===== src/rtl/binary_neuron_fp16_if.sv =====
// rtl/binary_neuron_fp16_if.sv - request/response bundle between a neuron and its controller
interface binary_neuron_fp16_if #(
  parameter int N_IN = 64
);
  logic                 start;
  logic [N_IN-1:0]      image;
  logic [16*N_IN-1:0]   weight_flat;
  logic [15:0]          bias;
  logic                 act_relu;
  logic                 busy;
  logic                 done;
  logic [15:0]          result;

  modport master (
    output start, image, weight_flat, bias, act_relu,
    input  busy, done, result
  );

  modport slave (
    input  start, image, weight_flat, bias, act_relu,
    output busy, done, result
  );
endinterface


===== src/rtl/binary_neuron_fp16.sv =====
// rtl/binary_neuron_fp16.sv - FP16 neuron over binarised inputs with a fused fp16 MAC
// Fused multiply-add: exact sum in wide fixed point, then a single round-to-nearest-even.
module fp16_mac #(
  parameter int LAT = 3
) (
  input  logic        clk,
  input  logic        rst,
  input  logic [15:0] mul_in1,
  input  logic [15:0] mul_in2,
  input  logic [15:0] acc_in,
  output logic [15:0] mac_out
);
  function automatic logic [10:0] sig_of(input logic [14:0] x);
    return (x[14:10] == 5'd0) ? {1'b0, x[9:0]} : {1'b1, x[9:0]};
  endfunction

  function automatic logic [4:0] exp_of(input logic [14:0] x);
    return (x[14:10] == 5'd0) ? 5'd1 : x[14:10];
  endfunction

  logic        sp, sa, nan_any, pinf, ainf;
  logic [81:0] pmag, amag, mag;
  logic [82:0] pterm, aterm, sum;
  logic [6:0]  p, sh;
  logic [11:0] q, rnd;
  logic        guard, sticky;
  logic [31:0] enc;
  logic [15:0] res;
  logic [15:0] pipe [LAT];

  // Exact product and addend on a 2^-48 grid, add, normalise, round once.
  always_comb begin
    sp    = mul_in1[15] ^ mul_in2[15];
    sa    = acc_in[15];
    pmag  = (82'(sig_of(mul_in1[14:0])) * 82'(sig_of(mul_in2[14:0])))
            << (32'(exp_of(mul_in1[14:0])) + 32'(exp_of(mul_in2[14:0])) - 2);
    amag  = 82'(sig_of(acc_in[14:0])) << (32'(exp_of(acc_in[14:0])) + 23);
    pterm = sp ? -{1'b0, pmag} : {1'b0, pmag};
    aterm = sa ? -{1'b0, amag} : {1'b0, amag};
    sum   = pterm + aterm;
    mag   = 82'(sum[82] ? -sum : sum);
    p = 7'd0;
    for (int i = 0; i < 82; i++) if (mag[i]) p = 7'(i);
    sh     = (p >= 7'd34) ? p - 7'd10 : 7'd24;
    q      = 12'(mag >> sh);
    guard  = mag[sh - 7'd1];
    sticky = |(mag & ((82'(1) << (sh - 7'd1)) - 82'(1)));
    rnd    = q + {11'b0, guard & (sticky | q[0])};
    enc    = (((p >= 7'd34) ? 32'(p - 7'd34) : 32'd0) << 10) + 32'(rnd);
    pinf   = (mul_in1[14:0] == 15'h7C00) || (mul_in2[14:0] == 15'h7C00);
    ainf   = (acc_in[14:0] == 15'h7C00);
    nan_any = (mul_in1[14:10] == 5'h1F && mul_in1[9:0] != 10'd0)
           || (mul_in2[14:10] == 5'h1F && mul_in2[9:0] != 10'd0)
           || (acc_in[14:10] == 5'h1F && acc_in[9:0] != 10'd0)
           || (pinf && (mul_in1[14:0] == 15'd0 || mul_in2[14:0] == 15'd0))
           || (pinf && ainf && (sp != sa));
    if (nan_any)                res = 16'h7E00;
    else if (pinf)              res = {sp, 15'h7C00};
    else if (ainf)              res = {sa, 15'h7C00};
    else if (mag == 82'd0)      res = {sp & sa, 15'h0000};
    else if (enc >= 32'h7C00)   res = {sum[82], 15'h7C00};
    else                        res = {sum[82], enc[14:0]};
  end

  // Latency pipeline so the result appears LAT cycles after the inputs.
  always_ff @(posedge clk) begin
    if (rst) begin
      for (int i = 0; i < LAT; i++) pipe[i] <= 16'h0000;
    end else begin
      pipe[0] <= res;
      for (int i = 1; i < LAT; i++) pipe[i] <= pipe[i-1];
    end
  end

  assign mac_out = pipe[LAT-1];
endmodule

module binary_neuron_fp16 #(
  parameter int N_IN    = 64,
  parameter int MAC_LAT = 3
) (
  input  logic                 clk,
  input  logic                 rst,
  binary_neuron_fp16_if.slave  nrn
);
  localparam int IDX_W     = (N_IN > 1) ? $clog2(N_IN) : 1;
  localparam int CNT_W     = (MAC_LAT > 1) ? $clog2(MAC_LAT) : 1;
  localparam int WAIT_LAST = (MAC_LAT > 1) ? MAC_LAT - 2 : 0;

  typedef enum logic [2:0] {IDLE, SCAN, WAIT, ACC, ACT} state_t;
  state_t state, state_nx;

  logic [N_IN-1:0]  image_q;
  logic             relu_q;
  logic [15:0]      acc;
  logic [IDX_W-1:0] idx;
  logic [CNT_W-1:0] wcnt;
  logic             busy_r, done_r;
  logic [15:0]      result_r;
  logic             last;
  logic [15:0]      wsel, mul_in1, mac_out;

  assign last       = (idx == IDX_W'(N_IN - 1));
  assign wsel       = nrn.weight_flat[32'(idx)*16 +: 16];
  assign nrn.busy   = busy_r;
  assign nrn.done   = done_r;
  assign nrn.result = result_r;

  // State register; reset aborts any run without a done pulse.
  always_ff @(posedge clk) begin
    if (rst) state <= IDLE;
    else     state <= state_nx;
  end

  // Next state: skip zero bits in one cycle, spend MAC_LAT+1 cycles on one bits.
  always_comb begin
    state_nx = state;
    case (state)
      IDLE: if (nrn.start) state_nx = SCAN;
      SCAN: begin
        if (image_q[idx])  state_nx = (MAC_LAT == 1) ? ACC : WAIT;
        else if (last)     state_nx = ACT;
      end
      WAIT: if (wcnt == CNT_W'(WAIT_LAST)) state_nx = ACC;
      ACC:  state_nx = last ? ACT : SCAN;
      ACT:  state_nx = IDLE;
      default: state_nx = IDLE;
    endcase
  end

  // MAC operand: selected weight only while an add is in flight, zero otherwise.
  always_comb begin
    mul_in1 = 16'h0000;
    if ((state == SCAN && image_q[idx]) || state == WAIT) mul_in1 = wsel;
  end

  // Datapath: capture on accept, walk the index, accumulate, apply activation.
  always_ff @(posedge clk) begin
    if (rst) begin
      image_q  <= '0;
      relu_q   <= 1'b0;
      acc      <= 16'h0000;
      idx      <= '0;
      wcnt     <= '0;
      busy_r   <= 1'b0;
      done_r   <= 1'b0;
      result_r <= 16'h0000;
    end else begin
      done_r <= 1'b0;
      case (state)
        IDLE: if (nrn.start) begin
          image_q <= nrn.image;
          relu_q  <= nrn.act_relu;
          acc     <= nrn.bias;
          idx     <= '0;
          busy_r  <= 1'b1;
        end
        SCAN: begin
          wcnt <= '0;
          if (!image_q[idx] && !last) idx <= idx + IDX_W'(1);
        end
        WAIT: wcnt <= wcnt + CNT_W'(1);
        ACC: begin
          acc <= mac_out;
          if (!last) idx <= idx + IDX_W'(1);
        end
        ACT: begin
          result_r <= (relu_q && acc[15]) ? 16'h0000 : acc;
          done_r   <= 1'b1;
          busy_r   <= 1'b0;
        end
        default: ;
      endcase
    end
  end

  fp16_mac #(.LAT(MAC_LAT)) u_mac (
    .clk     (clk),
    .rst     (rst),
    .mul_in1 (mul_in1),
    .mul_in2 (16'h3C00),
    .acc_in  (acc),
    .mac_out (mac_out)
  );
endmodule


===== src/flat_wrapper.sv =====
// flat-port wrapper written by rule: the top's interface ports become plain ports
module binary_neuron_fp16_flat 
#(
  parameter int N_IN    = 64,
  parameter int MAC_LAT = 3
)
  (clk, rst, nrn_start, nrn_image, nrn_weight_flat, nrn_bias, nrn_act_relu, nrn_busy, nrn_done, nrn_result);
  binary_neuron_fp16_if #(.N_IN(N_IN)) nrn_i ();
  input  logic clk;
  input  logic rst;
  input wire logic [$bits(nrn_i.start)-1:0] nrn_start;
  input wire logic [$bits(nrn_i.image)-1:0] nrn_image;
  input wire logic [$bits(nrn_i.weight_flat)-1:0] nrn_weight_flat;
  input wire logic [$bits(nrn_i.bias)-1:0] nrn_bias;
  input wire logic [$bits(nrn_i.act_relu)-1:0] nrn_act_relu;
  output wire logic [$bits(nrn_i.busy)-1:0] nrn_busy;
  output wire logic [$bits(nrn_i.done)-1:0] nrn_done;
  output wire logic [$bits(nrn_i.result)-1:0] nrn_result;
  assign nrn_i.start = nrn_start;
  assign nrn_i.image = nrn_image;
  assign nrn_i.weight_flat = nrn_weight_flat;
  assign nrn_i.bias = nrn_bias;
  assign nrn_i.act_relu = nrn_act_relu;
  assign nrn_busy = nrn_i.busy;
  assign nrn_done = nrn_i.done;
  assign nrn_result = nrn_i.result;
  binary_neuron_fp16 #(.N_IN(N_IN), .MAC_LAT(MAC_LAT)) u_core (.clk(clk), .rst(rst), .nrn(nrn_i));
endmodule

===== config.mk =====
export PLATFORM = sky130hd
export DESIGN_NAME = binary_neuron_fp16_flat
export DESIGN_NICKNAME = d
export VERILOG_FILES = /design/src/rtl/binary_neuron_fp16_if.sv /design/src/rtl/binary_neuron_fp16.sv /design/src/flat_wrapper.sv
export SDC_FILE = /design/constraint.sdc
export NUM_CORES = 2
export LEC_CHECK = 0
export ABC_AREA = 1
export BUFFER_PORTS_ARGS = -buffer_cell sky130_fd_sc_hd__buf_2
export CELL_PAD_IN_SITES_DETAIL_PLACEMENT = 2
export CELL_PAD_IN_SITES_GLOBAL_PLACEMENT = 2
export CORE_AREA = 5 5 440 442
export CTS_CLUSTER_DIAMETER = 80
export DETAILED_ROUTE_END_ITERATION = 12
export DIE_AREA = 0 0 445 447
export PLACE_DENSITY_LB_ADDON = 0.1
export SYNTH_ARGS = -nofsm -noshare
export SYNTH_HDL_FRONTEND = slang
export SYNTH_HIERARCHICAL = 1
export SYNTH_SLANG_ARGS = --single-unit

===== constraint.sdc =====
create_clock -name clk -period 39.3 [get_ports clk]
set_input_delay 5.895 -clock clk [delete_from_list [all_inputs] [get_ports clk]]
set_output_delay 5.895 -clock clk [all_outputs]
set_load 0.05 [all_outputs]

==> reports/metrics.cfg <==
[synthesis]
synth_compound_area_share_pct=14.0
synth_top_cell_area_share_pct=23.9
ys.flop_type=dfxtp_1
syn_area_per_cell_um2=5.20
synthTopCellsByCount=nand2_1, nand3_1, nor2_1
synth-simple-area-share_pct=52.1
yosys_warnings=6
yosysSeqAreaShare_pct=6.93
ys_ff_latch=158
netlist_instances=8785
synthXorXnorAreaFrac_pct=6.24
synth_top_cell_by_area=nand2_1
synth_top_family_by_area=simple AND/OR/NAND/NOR gates
muxShareOfSynthArea_pct=0.0877
ys_top_cells_by_area=nand2_1, nand3_1, nor2_1
synth_cell_type_count=76
synthesis.area_um2=45700
synth-edff-count=0
yosysMostFrequentCell=nand2_1
synthAdderAreaFrac_pct=8.27
async_reset_ff_share_pct=0

[routing]
drt_wl_total_um=362000
drt-pass1-iter-count=6
ant_nets=0
drt_iter0_markers=4420
avgViaCountPerCell=5.38
drcViolationCount=0
dr_total_vias=65300
wl_per_cell_um=29.8

[worst_setup_path]
worst-path-buf-inv=17
crit_top_cell=nand2_1
rr_worst_depth=168
cp_max_fo=93
critPathLaunchType=input pin
crit_path_max_incr_delay_ns=0.77
arrival_ns=31.55
critical_path_depth=165
cp_top_family=simple AND/OR/NAND/NOR gates
worst_path_max_delay_cell=buf_4
crit_type=in -> reg
endpoint_kind=register
cp.required_ns=39.69

[timing]
final-hold-violation-count=0
fin_skew_ns=0.0172
setup_tns_ns=0
max-slew-margin-rel_pct=4.51
setup_viol=0
min_period_ns=31.15
final_max_slew_viol_count=0
fmax_mhz=32.1
grt_setup_unrepaired=false
fin_crit_sh_pct=79.3
tightest_slew_ns=1.43

[clock_tree]
clkSlewWorstSetupHoldPaths_ns=0.08
tritoncts=yes
cts_buffers=17
insertion_delay_ns=0.46
hold_buffers=0
cts_root_buf=clkbuf_16
cts_buffer_depth=2
ctsResizeCount=0
cts_setup_buffers=0
h-tree-depth=4
cts_sinks=158

[final_layout]
seq_area_um2=3180
fillers=24600
nets=10900
area_growth_pct=18.0
layout-drive-gt1-share_pct=15.4
multiInputGateArea_um2=37100

[min_path]
hold_depth=2
hold_class=reg -> reg

[global_routing]
grt_max_degree=234
track_usage_pct=34.6
antenna_found_initial=76
grt_pass1_wl_um=505000
grt_overflow=0
grt_pass1_vias=68400

[floorplan]
rows=160
die_h_um=447
die-area_um2=199000
initial_core_util_pct=24.1
io_pins=1126
core-area_um2=189000
die_w_um=445

[place]
gp_congestion=0.996
hpwl_um=307000
io_buffers=1125

[flow_run]
cap_violations=0

[status]
run_status=finished clean

==> worst min-delay path, stage by stage, from the launching register on <==
cell	delay [ns]
dfxtp_1	0.30
inv_1	0.04
nor2_1	0.03
==> placed cells by master, fill, tap and decap left out, types with 17 or more instances in the layout <==
cell / instances
a21oi_1: 377
a22oi_1: 49
a31oi_1: 45
buf_2: 1124
buf_4: 117
clkbuf_16: 17
conb_1: 53
dfxtp_1: 154
diode_2: 35
fa_1: 83
ha_1: 169
inv_1: 781
inv_2: 52
nand2_1: 2904
nand2_2: 20
nand3_1: 1371
nand3b_1: 29
nand4_1: 138
nor2_1: 844
nor2_2: 34
nor3_1: 97
nor4_1: 26
o2111ai_1: 32
o211ai_1: 17
o21ai_0: 357
o21ai_1: 96
o22ai_1: 60
o31ai_1: 19
or2_2: 21
xnor2_1: 82
xor2_1: 231
==> routing by layer <==
metal	global-route usage (%)	up-vias	part of all wire, %
met5	0	-	0.076
met4	15.9	46	5.5
met3	4.80	433	4.8
met2	58.1	1813	46
met1	43.9	32800	43
li1	-	30200	-
==> through the flow <==
stage                     std cells  worst slack [ns]  utilization (%)  hold slack, ns  cell area [um^2]
after floorplan                8834             15.60                -           0.388             45900
after detailed placement      12100              8.32             28.1           0.400             53200
after global routing          12100              6.14             28.4           0.424             53800
final                         12100              8.15             28.5           0.403             53900
after CTS                     12100              8.67             28.4           0.408             53800
after global placement        12100              8.72             28.1           0.391             53200
==> state kept, by name, indices dropped and copies added, names as in the netlist <==
name,count
u_core/image_q,64
u_core/idx,6
u_core/nrn.result,16
u_core/relu_q,1
u_core/state,3
u_core/nrn.done,1
u_core/acc,16
u_core/nrn.busy,1
u_core/u_mac/pipe,48
u_core/wcnt,2
==> worst paths after layout <==
check | slack, ns | to | startpoint
setup / recovery | 8.15 | u_core/u_mac/pipe[0][0] | nrn_weight_flat[94]
hold / removal | 0.40 | u_core/u_mac/pipe[0][39] | u_core/u_mac/pipe[0][23]
setup reg to reg | 10.61 | u_core/u_mac/pipe[0][0] | u_core/idx[0]
hold reg to reg | 0.40 | u_core/u_mac/pipe[0][39] | u_core/u_mac/pipe[0][23]
==> area by class of cell <==
type                            instances  share of cell area, %
Sequential cell                       158                   5.90
Clock inverter                         15                  0.311
Antenna cell                           35                  0.163
Tap cell                             2511                   5.83
Timing Repair Buffer                 1242                   12.1
Clock buffer                           17                  0.790
Inverter                              850                   6.00
Multi-Input combinational cell       7309                   68.9
==> logic make-up (layout without fill, tap and decap cells) <==
family | after synthesis | count (layout)
multiplexers | 4 | 4
XOR/XNOR | 322 | 322
AND/OR/NAND/NOR | 5554 | 5554
adder cells (fa/ha/maj) | 252 | 252
other | 4 | 88
AO/OA/AOI/OAI | 1124 | 1124
buffers and inverters | 1367 | 2124
flip-flops | 158 | 158
Power is left out: the tool's default activity adds up to more than one toggle a clock period on the data nets, which glitch-free logic cannot reach.
